<file path="config.mk">
export PLATFORM = sky130hd
export DESIGN_NAME = seqdet_stream_ctrl
export DESIGN_NICKNAME = d
export VERILOG_FILES = /design/src/rtl/seqdet_pkg.sv /design/src/rtl/seqdet_rot_shreg.sv /design/src/rtl/seqdet_stream_ctrl.sv
export SDC_FILE = /design/constraint.sdc
export NUM_CORES = 1
export LEC_CHECK = 0
export BUFFER_PORTS_ARGS = -buffer_cell sky130_fd_sc_hd__buf_2
export CAP_MARGIN = 10
export CORE_MARGIN = 10
export CORE_UTILIZATION = 41
export DETAILED_ROUTE_END_ITERATION = 10
export PLACE_DENSITY = 0.71
export SLEW_MARGIN = 0
export SYNTH_ARGS = -nofsm -noshare
export SYNTH_HDL_FRONTEND = slang
export SYNTH_SLANG_ARGS = --single-unit
</file>
<file path="constraint.sdc">
create_clock -name clk -period 2.3 [get_ports clk]
set_input_delay 0.23 -clock clk [delete_from_list [all_inputs] [get_ports clk]]
set_output_delay 0.23 -clock clk [all_outputs]
set_load 0.02 [all_outputs]
</file>
<file path="src/rtl/seqdet_pkg.sv">
// rtl/seqdet_pkg.sv - shared state encoding and defaults for the seqdet stream sequencer
package seqdet_pkg;

    localparam int DATA_W_DEF = 24;

    typedef enum logic [1:0] {
        IDLE  = 2'd0,
        SHIFT = 2'd1,
        DRAIN = 2'd2,
        DONE  = 2'd3
    } state_t;

endpackage

</file>
<file path="src/rtl/seqdet_rot_shreg.sv">
// rtl/seqdet_rot_shreg.sv - rotate-left pattern register presenting its MSB as the serial bit
module seqdet_rot_shreg
    import seqdet_pkg::*;
#(
    parameter int DATA_W = DATA_W_DEF
) (
    input  logic              clk,
    input  logic              rst,
    input  logic              load,
    input  logic              clear,
    input  logic              en,
    input  logic [DATA_W-1:0] load_val,
    output logic              ser_out
);

    logic [DATA_W-1:0] shreg;

    // Clearing when a job ends makes the MSB (and so x) read 0 outside SHIFT.
    always_ff @(posedge clk or negedge rst) begin
        if (!rst) begin
            shreg <= '0;
        end else if (clear) begin
            shreg <= '0;
        end else if (load) begin
            shreg <= load_val;
        end else if (en) begin
            shreg <= {shreg[DATA_W-2:0], shreg[DATA_W-1]};
        end
    end

    assign ser_out = shreg[DATA_W-1];

endmodule

</file>
<file path="src/rtl/seqdet_stream_ctrl.sv">
// rtl/seqdet_stream_ctrl.sv - streams a repeated pattern word into seqdet and counts its matches
module seqdet_stream_ctrl
    import seqdet_pkg::*;
#(
    parameter int DATA_W = DATA_W_DEF,
    parameter int CNT_W  = 8,
    parameter int REP_W  = 4,
    parameter int Z_LAT  = 0
) (
    input  logic              clk,
    input  logic              rst,
    input  logic              start,
    input  logic [DATA_W-1:0] data_in,
    input  logic [REP_W-1:0]  rep_n,
    input  logic              abort,
    output logic              x,
    output logic              det_rst,
    input  logic              z,
    output logic              busy,
    output logic              done,
    output logic [CNT_W-1:0]  match_cnt,
    output logic              ovf
);

    localparam int BIT_W = $clog2(DATA_W);

    state_t             state;
    logic [BIT_W-1:0]   bit_cnt;
    logic [REP_W-1:0]   pass_cnt;
    logic [REP_W-1:0]   passes;

    logic last_bit;
    logic last_pass;
    logic first_edge;
    logic sample_z;
    logic sh_load;
    logic sh_clear;
    logic sh_en;

    always_comb begin
        last_bit   = (bit_cnt == BIT_W'(DATA_W - 1));
        last_pass  = (pass_cnt == passes - REP_W'(1));
        first_edge = (bit_cnt == '0) && (pass_cnt == '0);
        sample_z   = 1'b0;
        // A registered detector lags by one bit: skip the first SHIFT edge, catch the tail in DRAIN.
        if (!abort) begin
            if (state == SHIFT) begin
                sample_z = (Z_LAT == 0) || !first_edge;
            end else if (state == DRAIN) begin
                sample_z = 1'b1;
            end
        end
        sh_load  = (state == IDLE) && start;
        sh_clear = (state == SHIFT) && (abort || (last_bit && last_pass));
        sh_en    = (state == SHIFT);
    end

    seqdet_rot_shreg #(
        .DATA_W (DATA_W)
    ) u_shreg (
        .clk      (clk),
        .rst      (rst),
        .load     (sh_load),
        .clear    (sh_clear),
        .en       (sh_en),
        .load_val (data_in),
        .ser_out  (x)
    );

    always_ff @(posedge clk or negedge rst) begin
        if (!rst) begin
            state     <= IDLE;
            bit_cnt   <= '0;
            pass_cnt  <= '0;
            passes    <= '0;
            busy      <= 1'b0;
            done      <= 1'b0;
            det_rst   <= 1'b0;
            match_cnt <= '0;
            ovf       <= 1'b0;
        end else begin
            done <= 1'b0;
            if (sample_z && z) begin
                if (&match_cnt) begin
                    ovf <= 1'b1;
                end else begin
                    match_cnt <= match_cnt + CNT_W'(1);
                end
            end
            case (state)
                IDLE: begin
                    if (start) begin
                        passes    <= (rep_n == '0) ? REP_W'(1) : rep_n;
                        bit_cnt   <= '0;
                        pass_cnt  <= '0;
                        match_cnt <= '0;
                        ovf       <= 1'b0;
                        busy      <= 1'b1;
                        det_rst   <= 1'b1;
                        state     <= SHIFT;
                    end
                end
                SHIFT: begin
                    if (abort) begin
                        state   <= IDLE;
                        busy    <= 1'b0;
                        det_rst <= 1'b0;
                    end else begin
                        bit_cnt <= last_bit ? '0 : bit_cnt + BIT_W'(1);
                        if (last_bit) begin
                            pass_cnt <= pass_cnt + REP_W'(1);
                        end
                        if (last_bit && last_pass) begin
                            if (Z_LAT == 1) begin
                                state <= DRAIN;
                            end else begin
                                state   <= DONE;
                                busy    <= 1'b0;
                                det_rst <= 1'b0;
                                done    <= 1'b1;
                            end
                        end
                    end
                end
                DRAIN: begin
                    state   <= abort ? IDLE : DONE;
                    busy    <= 1'b0;
                    det_rst <= 1'b0;
                    done    <= !abort;
                end
                DONE: begin
                    state <= IDLE;
                end
                default: begin
                    state <= IDLE;
                end
            endcase
        end
    end

endmodule
</file>
==> flow_metrics.py, run 1 <==
metrics = {
    "critical_path": {
        "required_ns": 2.49,
        "max_stage_delay_ns": 0.40,
        "worst-setup-path-type": "reg -> reg",
        "critPathSlowestCell": "a221o_2",
        "path_cells": "inv_1 > ha_1 > xor2_1 > nand2_1 > nor4_4 > buf_4 > nor3_2 > buf_4 > a221o_2",
        "cp.buffers_inverters": 3,
        "crit_path_max_fanout": 24,
        "arrival_ns": 2.33,
        "setup.worst_path.start_class": "register",
        "cp_common_cell": "buf_4",
        "path_delay_family": "buffers and inverters",
        "cp-end-kind": "register",
    },
    "sta": {
        "rsz0062_at_grt": "no",
        "slew_viol_final": 0,
        "fin_ws_ns": 0.155,
        "max_freq_mhz": 466,
        "finalSetupViolations": 0,
        "hold_viol_final": 0,
        "final.setup.tns_ns": 0,
        "tightest_slew_ns": 0.525,
        "slew_headroom": 0.648,
        "finClkSkew_ns": 0.0130,
        "min_period_ns": 2.15,
        "fin_crit_sh": 0.933,
    },
    "place": {
        "dpl.hpwl_um": 3860,
        "dp_worst_setup_slack_ns": 0.141,
        "dp_cells": 348,
        "place_congestion": 0.777,
        "io_buffer_count": 45,
    },
    "floorplan": {
        "die_h_um": 98.2,
        "initial_core_util": 0.424,
        "num_rows": 28,
        "design.core.area_sq_um": 5920,
        "die_w_um": 98.2,
        "dieArea_sq_um": 9650,
        "num_io_pins": 46,
    },
    "power": {
        "p_int_mw": 2.10,
        "p_clk_frac": 0.186,
        "switching_share": 0.372,
        "ir_worst_vdd_mv": 0.439,
        "power_density_nw_per_um2": 1130,
        "p_leak_nw": 1.46,
        "p_sw_mw": 1.25,
        "seq_power_share": 0.393,
        "p_comb_frac": 0.421,
    },
    "logic_synthesis": {
        "synth_edf_count": 0,
        "synth_area_leaders": "dfrtp_1 (50%), and2_1 (6.7%), a221o_1 (6.4%), ha_1 (4.0%), a221o_2 (3.6%)",
        "synth_area_sq_um": 2510,
        "ys_dominant_reg_cell": "dfrtp_1",
        "syn-instance-count": 230,
        "synth_area_per_cell_sq_um": 10.9,
        "yosysTopAreaCellShare": 0.499,
        "synth_warnings": 0,
        "ys_ff_latch": 50,
        "synth_cell_types": 36,
        "yosysSeqAreaShare": 0.499,
        "synth_async_sr_flop_share": 1.00,
        "synth_fp_nets": 271,
        "yosys.area.top_type": "dfrtp_1",
    },
    "detailed_routing": {
        "drc": 0,
        "met1_length_um": 2610,
        "ant_nets": 0,
        "wirelength_um": 5420,
        "highest_layer": "met4",
        "drt_iter0_drc": 87,
        "wl_per_cell_um": 15.0,
        "first_pass_iters": 4,
        "vias_per_cell": 5.22,
        "met2WireLength_um": 2550,
        "via_count": 1880,
        "wl_met3_um": 183,
    },
    "clock_tree": {
        "clk_pin_slew_ns": 0.10,
        "clock_path_buffers": 2,
        "ctsRootBufferMaster": "clkbuf_8",
        "cts_made_buffers": 5,
        "htreeDepth": 2,
        "cts_sinks": 50,
        "cts_resized": 0,
        "cts_tree": "built",
        "clock_latency_ns": 0.30,
    },
    "grt": {
        "grt.total_usage": 0.113,
        "grt_pass1_vias": 1949,
        "overflow": 0,
        "grt_antenna_before_repair": 0,
        "grt_pass1_wl_um": 9290,
        "grt_start_max_net_pins": 29,
    },
    "layout": {
        "final_cell_mix": "dfrtp_1 (50), buf_2 (45), and2_1 (27)",
        "layout-drive-gt1-share": 0.274,
        "final_nets": 325,
        "multi_input_area_sq_um": 1150,
        "mostFrequentLayoutCell": "dfrtp_1",
        "fillerInstances": 554,
        "area_delta_synth_final_pct": 18.2,
        "register_area_sq_um": 1250,
        "layout.cells.non_filler": 360,
        "antennaDiodeCount": 0,
    },
    "run_status": {
        "status": "completed",
    },
    "worst_hold_path": {
        "hp-class": "in -> reg",
    },
    "flow_run": {
        "cap_viol_max_count": 0,
    },
}
==> synth_stat cells, types with 2 or more instances <==
cell type / n
and2_1: 27
nor3_2: 2
clkbuf_1: 4
nand3_1: 7
o31ai_1: 2
a21oi_1: 2
nand2_1: 19
buf_6: 4
xor2_1: 9
dfrtp_1: 50
mux2i_1: 5
ha_1: 8
nor2_1: 16
inv_1: 9
a221o_2: 8
nor2b_1: 3
and3_1: 2
o21ai_0: 7
a221o_1: 16
nor3_1: 4
xnor2_1: 4
nand4_1: 6
nand2b_1: 3
==> worst paths after layout <==
| check | cells past startpoint | from | end | slack (ns) |
|---|---|---|---|---|
| worst max register to register | 9 | passes[0]$_DFFE_PN0P_ | u_shreg.shreg[23]$_DFFE_PN0P_ | 0.15 |
| min in group asynchronous | 3 | rst | match_cnt[0]$_DFF_PN0_ | 0.47 |
| worst max-delay path | 9 | passes[0]$_DFFE_PN0P_ | u_shreg.shreg[23]$_DFFE_PN0P_ | 0.15 |
| worst min-delay path | 3 | rep_n[2] | passes[2]$_DFFE_PN0P_ | 0.13 |
| max in group asynchronous | 3 | rst | state[1]$_DFFE_PN0P_ | 1.51 |
| worst min register to register | 1 | bit_cnt[4]$_DFFE_PN0P_ | bit_cnt[4]$_DFFE_PN0P_ | 0.49 |
==> sequential cells by signal, summed over array words and instances, names as in the netlist, 2 cells and up <==
| name | count |
|---|---|
| state | 2 |
| passes | 4 |
| bit_cnt | 5 |
| pass_cnt | 4 |
| match_cnt | 8 |
| u_shreg.shreg | 24 |
==> worst min-delay path, delay by kind of cell <==
kind | cells | cell delay (ns)
buffers and inverters | 1 | 0.09
AND/OR/NAND/NOR | 2 | 0.09
==> timing repair <==
action / in CTS / in global routing
setup endpoints to repair: 0 / 24
setup buffers: 0 / 2
hold buffers: 1 / 0
endpoints found under the hold margin: 50 / 0
==> power by group through the flow <==
stage	registers, mW	clock network [mW]	logic [mW]
finish	1.32	0.624	1.41
global route	1.35	0.678	1.60
CTS	1.32	0.644	1.38
detailed placement	1.33	0	1.37
global placement	1.33	0	1.34
floorplan	1.34	0	1.05
==> metal layers <==
metal  vias up  global-route usage
met2        31               0.183
li1        926                   -
met1       918               0.141
met3         5              0.0324
met5         -                   0
met4         0              0.0397
==> per-stage QoR <==
| stage | hold slack, ns | cell area [sq um] | util | power [mW] |
|---|---|---|---|---|
| floorplan | -0.0656 | 2510 | - | 2.39 |
| global placement | 0.232 | 2820 | 0.475 | 2.67 |
| detailed placement | 0.235 | 2820 | 0.475 | 2.70 |
| CTS | 0.122 | 2940 | 0.496 | 3.34 |
| global route | 0.123 | 2960 | 0.501 | 3.62 |
| finish | 0.128 | 2960 | 0.501 | 3.35 |
==> logic make-up (layout without fill, tap and decap cells) <==
| kind of cell | Yosys count | in the layout | share of synthesized area |
|---|---|---|---|
| compound gates | 42 | 42 | 0.150 |
| xor+xnor | 13 | 13 | 0.0454 |
| fa+ha+maj | 8 | 8 | 0.0399 |
| buf+inv | 19 | 74 | 0.0424 |
| flops | 50 | 50 | 0.499 |
| mux | 6 | 6 | 0.0244 |
| simple gates | 92 | 92 | 0.200 |
==> area by class of cell <==
cell class              count  area share
clock inverters             3      0.0148
clock buffers               5      0.0232
flip-flops and latches     50       0.422
multi-input cells         161       0.388
well taps                  75      0.0317
inverters                   9      0.0114
repair buffers             57       0.108
Power figures use the tool's default switching activity.
==> run 2: changes to the inputs <==
ABC_AREA = 1   (was not set)
PLACE_DENSITY = 0.7   (was 0.71)
==> flow_metrics.py, run 2 <==
metrics = {
    "detailed_routing": {
        "ant_nets": 0,
        "drc": 0,
        "wl_per_cell_um": 12.9,
        "drt_iter0_drc": 113,
        "vias_per_cell": 4.92,
        "wirelength_um": 6320,
        "via_count": 2411,
        "first_pass_iters": 4,
    },
    "sta": {
        "slew_headroom": 0.650,
        "hold_viol_final": 0,
        "fin_crit_sh": 0.824,
        "rsz0062_at_grt": "no",
        "min_period_ns": 1.89,
        "finClkSkew_ns": 0.00844,
        "tightest_slew_ns": 0.524,
        "slew_viol_final": 0,
        "final.setup.tns_ns": 0,
        "finalSetupViolations": 0,
        "max_freq_mhz": 528,
    },
    "clock_tree": {
        "cts_tree": "built",
        "clock_path_buffers": 2,
        "cts_sinks": 50,
        "clock_latency_ns": 0.31,
        "clk_pin_slew_ns": 0.10,
        "htreeDepth": 2,
        "cts_resized": 0,
        "cts_made_buffers": 5,
        "ctsRootBufferMaster": "clkbuf_8",
    },
    "grt": {
        "grtUsageMet3": 0.0346,
        "grt_pass1_vias": 2335,
        "grt.total_usage": 0.126,
        "overflow": 0,
        "grt_antenna_before_repair": 0,
        "met2_usage": 0.211,
        "grt_start_max_net_pins": 49,
        "grtUsageMet1": 0.157,
        "top_usage_layer": "met2",
        "grt_pass1_wl_um": 10800,
    },
    "logic_synthesis": {
        "synth_fp_nets": 407,
        "synth_cell_types": 34,
        "synth_edf_count": 0,
        "synth_area_sq_um": 2850,
        "ys_ff_latch": 50,
        "ys_top_cells_by_count": "nand2_1 (123), dfrtp_1 (50), o21ai_0 (39)",
        "ys_dominant_reg_cell": "dfrtp_1",
        "post-synth-top-count-cell": "nand2_1",
        "yosysTopAreaCellShare": 0.439,
        "synth_async_sr_flop_share": 1.00,
        "synth_area_leaders": "dfrtp_1 (44%), nand2_1 (16%), o21ai_0 (6.8%), o21ai_2 (6.1%), inv_1 (4.1%)",
        "syn-instance-count": 366,
        "synth_warnings": 0,
        "synth_area_per_cell_sq_um": 7.79,
        "yosysSeqAreaShare": 0.439,
        "yosys.area.top_type": "dfrtp_1",
    },
    "layout": {
        "fillerInstances": 686,
        "mostFrequentLayoutCell": "nand2_1",
        "layout-drive-gt1-share": 0.239,
        "reg_top3": "u_shreg.shreg (24), match_cnt (8), bit_cnt (5)",
        "final_cell_mix": "nand2_1 (123), dfrtp_1 (50), buf_2 (45)",
        "area_delta_synth_final_pct": 13.6,
        "largest_reg_flops": 24,
        "antennaDiodeCount": 0,
        "top_register": "u_shreg.shreg",
        "final_nets": 450,
    },
    "floorplan": {
        "num_rows": 30,
        "die_w_um": 103,
        "design.core.area_sq_um": 6760,
        "num_io_pins": 46,
        "die_h_um": 103,
        "initial_core_util": 0.422,
        "dieArea_sq_um": 10700,
    },
    "critical_path": {
        "cp_common_cell": "nand2_1",
        "worst-setup-path-type": "reg -> reg",
        "path_cells": "inv_1 > ha_1 > inv_1 > nand2_1 > nand2_1 > nand2_1 > nor2_2 > nand4_2 > nand2_4 > o21ai_0",
        "arrival_ns": 2.07,
        "max_stage_delay_ns": 0.42,
        "setup.worst_path.start_class": "register",
        "cp-end-kind": "register",
        "crit_path_max_fanout": 24,
        "required_ns": 2.48,
        "critPathSlowestCell": "dfrtp_1",
    },
    "place": {
        "io_buffer_count": 45,
        "dpl.hpwl_um": 4460,
        "place_congestion": 0.840,
    },
    "power": {
        "power_density_nw_per_um2": 1260,
        "totalPowerFinal_mw": 4.09,
        "p_leak_nw": 1.70,
        "ir_worst_vdd_mv": 0.518,
    },
    "worst_hold_path": {
        "hp-class": "in -> reg",
    },
    "run_status": {
        "status": "completed",
    },
    "flow_run": {
        "cap_viol_max_count": 0,
    },
}
==> run 2: changes by cell type after synthesis, moves of 5 or more <==
cell / before / now
nand2_1: 19 / 123
o21ai_0: 7 / 39
inv_2: 0 / 7
and2_1: 27 / 0
a221o_2: 8 / 0
xor2_1: 9 / 2
o21ai_2: 0 / 20
mux2i_1: 5 / 0
inv_1: 9 / 31
o21ai_1: 0 / 8
a221o_1: 16 / 0
==> run 2: cells by family (layout without fill, tap and decap cells) <==
family,Yosys count,in the layout,synth area share
XOR/XNOR,2,2,0.00615
flip-flops,50,50,0.439
AO/OA/AOI/OAI,77,77,0.164
adder cells (fa/ha/maj),8,8,0.0351
buffers and inverters,55,99,0.0909
AND/OR/NAND/NOR,174,174,0.265
==> run 2: layer usage <==
| layer | vias up | wire, um |
|---|---|---|
| li1 | 1249 | - |
| met1 | 1121 | 2900 |
| met2 | 36 | 3050 |
| met3 | 5 | 291 |
| met4 | 0 | 82 |
| met5 | - | 0 |
==> run 2: path summary, 6_finish.rpt <==
path | start | end | slack (ns) | cells after the start
worst max-delay path | passes[0]$_DFFE_PN0P_ | u_shreg.shreg[11]$_DFFE_PN0P_ | 0.41 | 10
worst min-delay path | rep_n[3] | passes[3]$_DFFE_PN0P_ | 0.18 | 3
worst max register to register | passes[0]$_DFFE_PN0P_ | u_shreg.shreg[11]$_DFFE_PN0P_ | 0.41 | 10
worst min register to register | u_shreg.shreg[6]$_DFFE_PN0P_ | u_shreg.shreg[6]$_DFFE_PN0P_ | 0.49 | 2
max in group asynchronous | rst | u_shreg.shreg[17]$_DFFE_PN0P_ | 1.17 | 3
min in group asynchronous | rst | passes[3]$_DFFE_PN0P_ | 0.32 | 2
==> run 2: worst max-delay path: cells and delay by family (launching register included) <==
| family | cells | cell delay [ns] |
|---|---|---|
| buffers and inverters | 2 | 0.14 |
| adders and majority gates | 1 | 0.30 |
| DFF | 1 | 0.42 |
| AOI/OAI and AO/OA | 1 | 0.15 |
| and+or+nand+nor | 6 | 0.74 |
==> run 2: what timing repair did <==
| action | 4_1_cts | 5_1_grt |
|---|---|---|
| endpoints found under the hold margin | 10 | 0 |
| setup buffers | 0 | 0 |
| hold buffers | 1 | 0 |
==> run 2: layout make-up <==
cell class              instances  area [sq um]  share of cell area
inverters                      40           153              0.0471
clock buffers                   5          68.8              0.0213
well taps                      80           100              0.0309
multi-input cells             261          1340               0.414
flip-flops and latches         50          1250               0.386
clock inverters                 3          40.0              0.0124
repair buffers                 51           285              0.0881
==> run 2: through the flow <==
stage	utilization	cell area (sq um)	cells	hold slack, ns	worst slack, ns
2_1_floorplan	-	2850	366	-0.0656	0.721
5_1_grt	0.479	3240	490	0.181	0.212
3_5_place_dp	0.462	3120	481	0.120	0.423
6_report	0.479	3240	490	0.181	0.405
3_3_place_gp	0.462	3120	481	0.109	0.511
4_1_cts	0.479	3240	490	0.174	0.399
==> run 2: where the power goes <==
part           switching [mW]  internal, mW
clock network           0.310         0.321
registers               0.238          1.22
logic                    1.26         0.748
==> run 3: changes to the inputs <==
ABC_AREA = 0   (was 1)
PLACE_DENSITY = 0.71   (was 0.7)
clock period = 1.9 ns   (was 2.3 ns; I/O delays follow)
==> flow_metrics.py, run 3 (synthesis results as in run 1) <==
metrics = {
    "layout": {
        "stdcell_area_sq_um": 3280,
        "antennaDiodeCount": 0,
        "final_cell_mix": "dfrtp_1 (49), buf_2 (45), and2_1 (27)",
        "final_util": 0.554,
        "layout-drive-gt1-share": 0.365,
        "area_delta_synth_final_pct": 30.7,
        "largest_reg_flops": 24,
        "final_nets": 347,
        "top_register": "u_shreg.shreg",
        "reg_top3": "u_shreg.shreg (24), match_cnt (8), bit_cnt (5)",
        "multi_input_area_sq_um": 1230,
        "mostFrequentLayoutCell": "dfrtp_1",
        "fillerInstances": 510,
        "register_area_sq_um": 1250,
    },
    "detailed_routing": {
        "wirelength_um": 5880,
        "drt_iter0_drc": 72,
        "ant_nets": 0,
        "vias_per_cell": 5.19,
        "wl_per_cell_um": 15.4,
        "drc": 0,
        "first_pass_iters": 4,
        "via_count": 1984,
    },
    "sta": {
        "slew_viol_final": 0,
        "holdWs_ns": 0.0883,
        "hold_viol_final": 0,
        "rsz0062_at_grt": "yes",
        "slew_headroom": 0.529,
        "fin_crit_sh": 1.07,
        "tightest_slew_ns": 0.705,
        "finClkSkew_ns": 0.00650,
        "max_freq_mhz": 493,
        "min_period_ns": 2.03,
        "finalSetupViolations": 27,
        "fin_ws_ns": -0.126,
    },
    "power": {
        "p_leak_nw": 1.59,
        "power_density_nw_per_um2": 1390,
        "totalPowerFinal_mw": 4.56,
        "ir_worst_vdd_mv": 0.636,
    },
    "grt": {
        "grt_start_max_net_pins": 32,
        "grt.total_usage": 0.116,
        "grt_pass1_vias": 1998,
        "grt_pass1_wl_um": 9370,
        "overflow": 0,
        "grt_antenna_before_repair": 0,
    },
    "clock_tree": {
        "htreeDepth": 2,
        "ctsRootBufferMaster": "clkbuf_8",
        "cts_made_buffers": 5,
        "clk_pin_slew_ns": 0.10,
        "clock_latency_ns": 0.30,
        "clock_path_buffers": 2,
        "cts_tree": "built",
        "cts_sinks": 50,
    },
    "critical_path": {
        "setup.worst_path.start_class": "register",
        "worst-setup-path-type": "reg -> reg",
        "required_ns": 2.09,
        "cp-end-kind": "register",
        "arrival_ns": 2.21,
        "crit_path_max_fanout": 12,
    },
    "floorplan": {
        "num_io_pins": 46,
        "design.core.area_sq_um": 5920,
        "dieArea_sq_um": 9650,
        "die_h_um": 98.2,
        "die_w_um": 98.2,
        "num_rows": 28,
        "initial_core_util": 0.424,
    },
    "place": {
        "dpl.hpwl_um": 4090,
        "place_congestion": 0.771,
        "dp_worst_setup_slack_ns": -0.196,
        "place_area_sq_um": 2970,
        "io_buffer_count": 45,
    },
    "worst_hold_path": {
        "hp-class": "in -> reg",
    },
    "run_status": {
        "violations": "negative setup slack",
        "status": "complete, but fails checks",
    },
    "flow_run": {
        "cap_viol_max_count": 0,
    },
}
-- run 3: changes by cell type in the layout (fill, tap and decap cells not counted), sizes merged, moves of 4 or more --
cell,delta
a21oi,-4
nand2,-110
buf,+27
nor2,-7
mux2i,+5
o21ai,-60
a221o,+24
and2,+27
xnor2,+4
nand3,-4
inv,-29
xor2,+7
-- run 3: final timing paths --
check / cells past startpoint / slack [ns] / startpoint / end
hold / removal: 3 / 0.09 / rep_n[2] / passes[2]$_DFFE_PN0P_
setup / recovery: 8 / -0.13 / passes[1]$_DFFE_PN0P_ / u_shreg.shreg[15]$_DFFE_PN0P_
min in group asynchronous: 2 / 0.35 / rst / match_cnt[0]$_DFF_PN0_
hold reg to reg: 2 / 0.51 / ovf$_DFF_PN0_ / ovf$_DFF_PN0_
setup reg to reg: 8 / -0.13 / passes[1]$_DFFE_PN0P_ / u_shreg.shreg[15]$_DFFE_PN0P_
max in group asynchronous: 3 / 1.00 / rst / u_shreg.shreg[16]$_DFFE_PN0P_
-- run 3: what timing repair did --
action,4_1_cts,5_1_grt
setup buffers,3,13
cloned,2,2
setup endpoints to repair,26,35
hold buffers,1,0
pin swaps,14,4
gates resized for setup,9,11
hold endpoints to repair,19,0
-- run 3: worst max-delay path: stages (launching register included) --
cell and delay [ns]:
dfrtp_1 0.40, buf_4 0.15, nor3_4 0.20, xnor2_2 0.10
nor4_4 0.27, buf_4 0.19, nor3_4 0.07, buf_12 0.15
a221o_2 0.38
-- run 3: cell type report --
class | instances | share of cell area
clock buffers | 6 | 0.0252
clock inverters | 2 | 0.00496
inverters | 9 | 0.0103
multi-input cells | 161 | 0.377
flip-flops and latches | 50 | 0.382
well taps | 75 | 0.0286
repair buffers | 79 | 0.172
-- run 3: power breakdown --
group	internal, mW	switching [mW]
clock	0.301	0.373
sequential	1.38	0.226
combinational	1.18	1.11
-- run 3: routing by layer --
metal	part of all wire	global-route usage	wire length, um	vias up
li1	-	-	-	977
met1	0.46	0.144	2700	973
met2	0.49	0.189	2890	30
met3	0.036	0.0282	210	4
met4	0.013	0.0430	77	0
met5	0	0	0	-
-- run 3: per-stage QoR --
step | TNS, ns | cells
CTS | -0.861 | 378
global placement | -3.78 | 364
floorplan | -0.791 | 230
global route | -4.61 | 382
detailed placement | -3.95 | 364
finish | -2.01 | 382
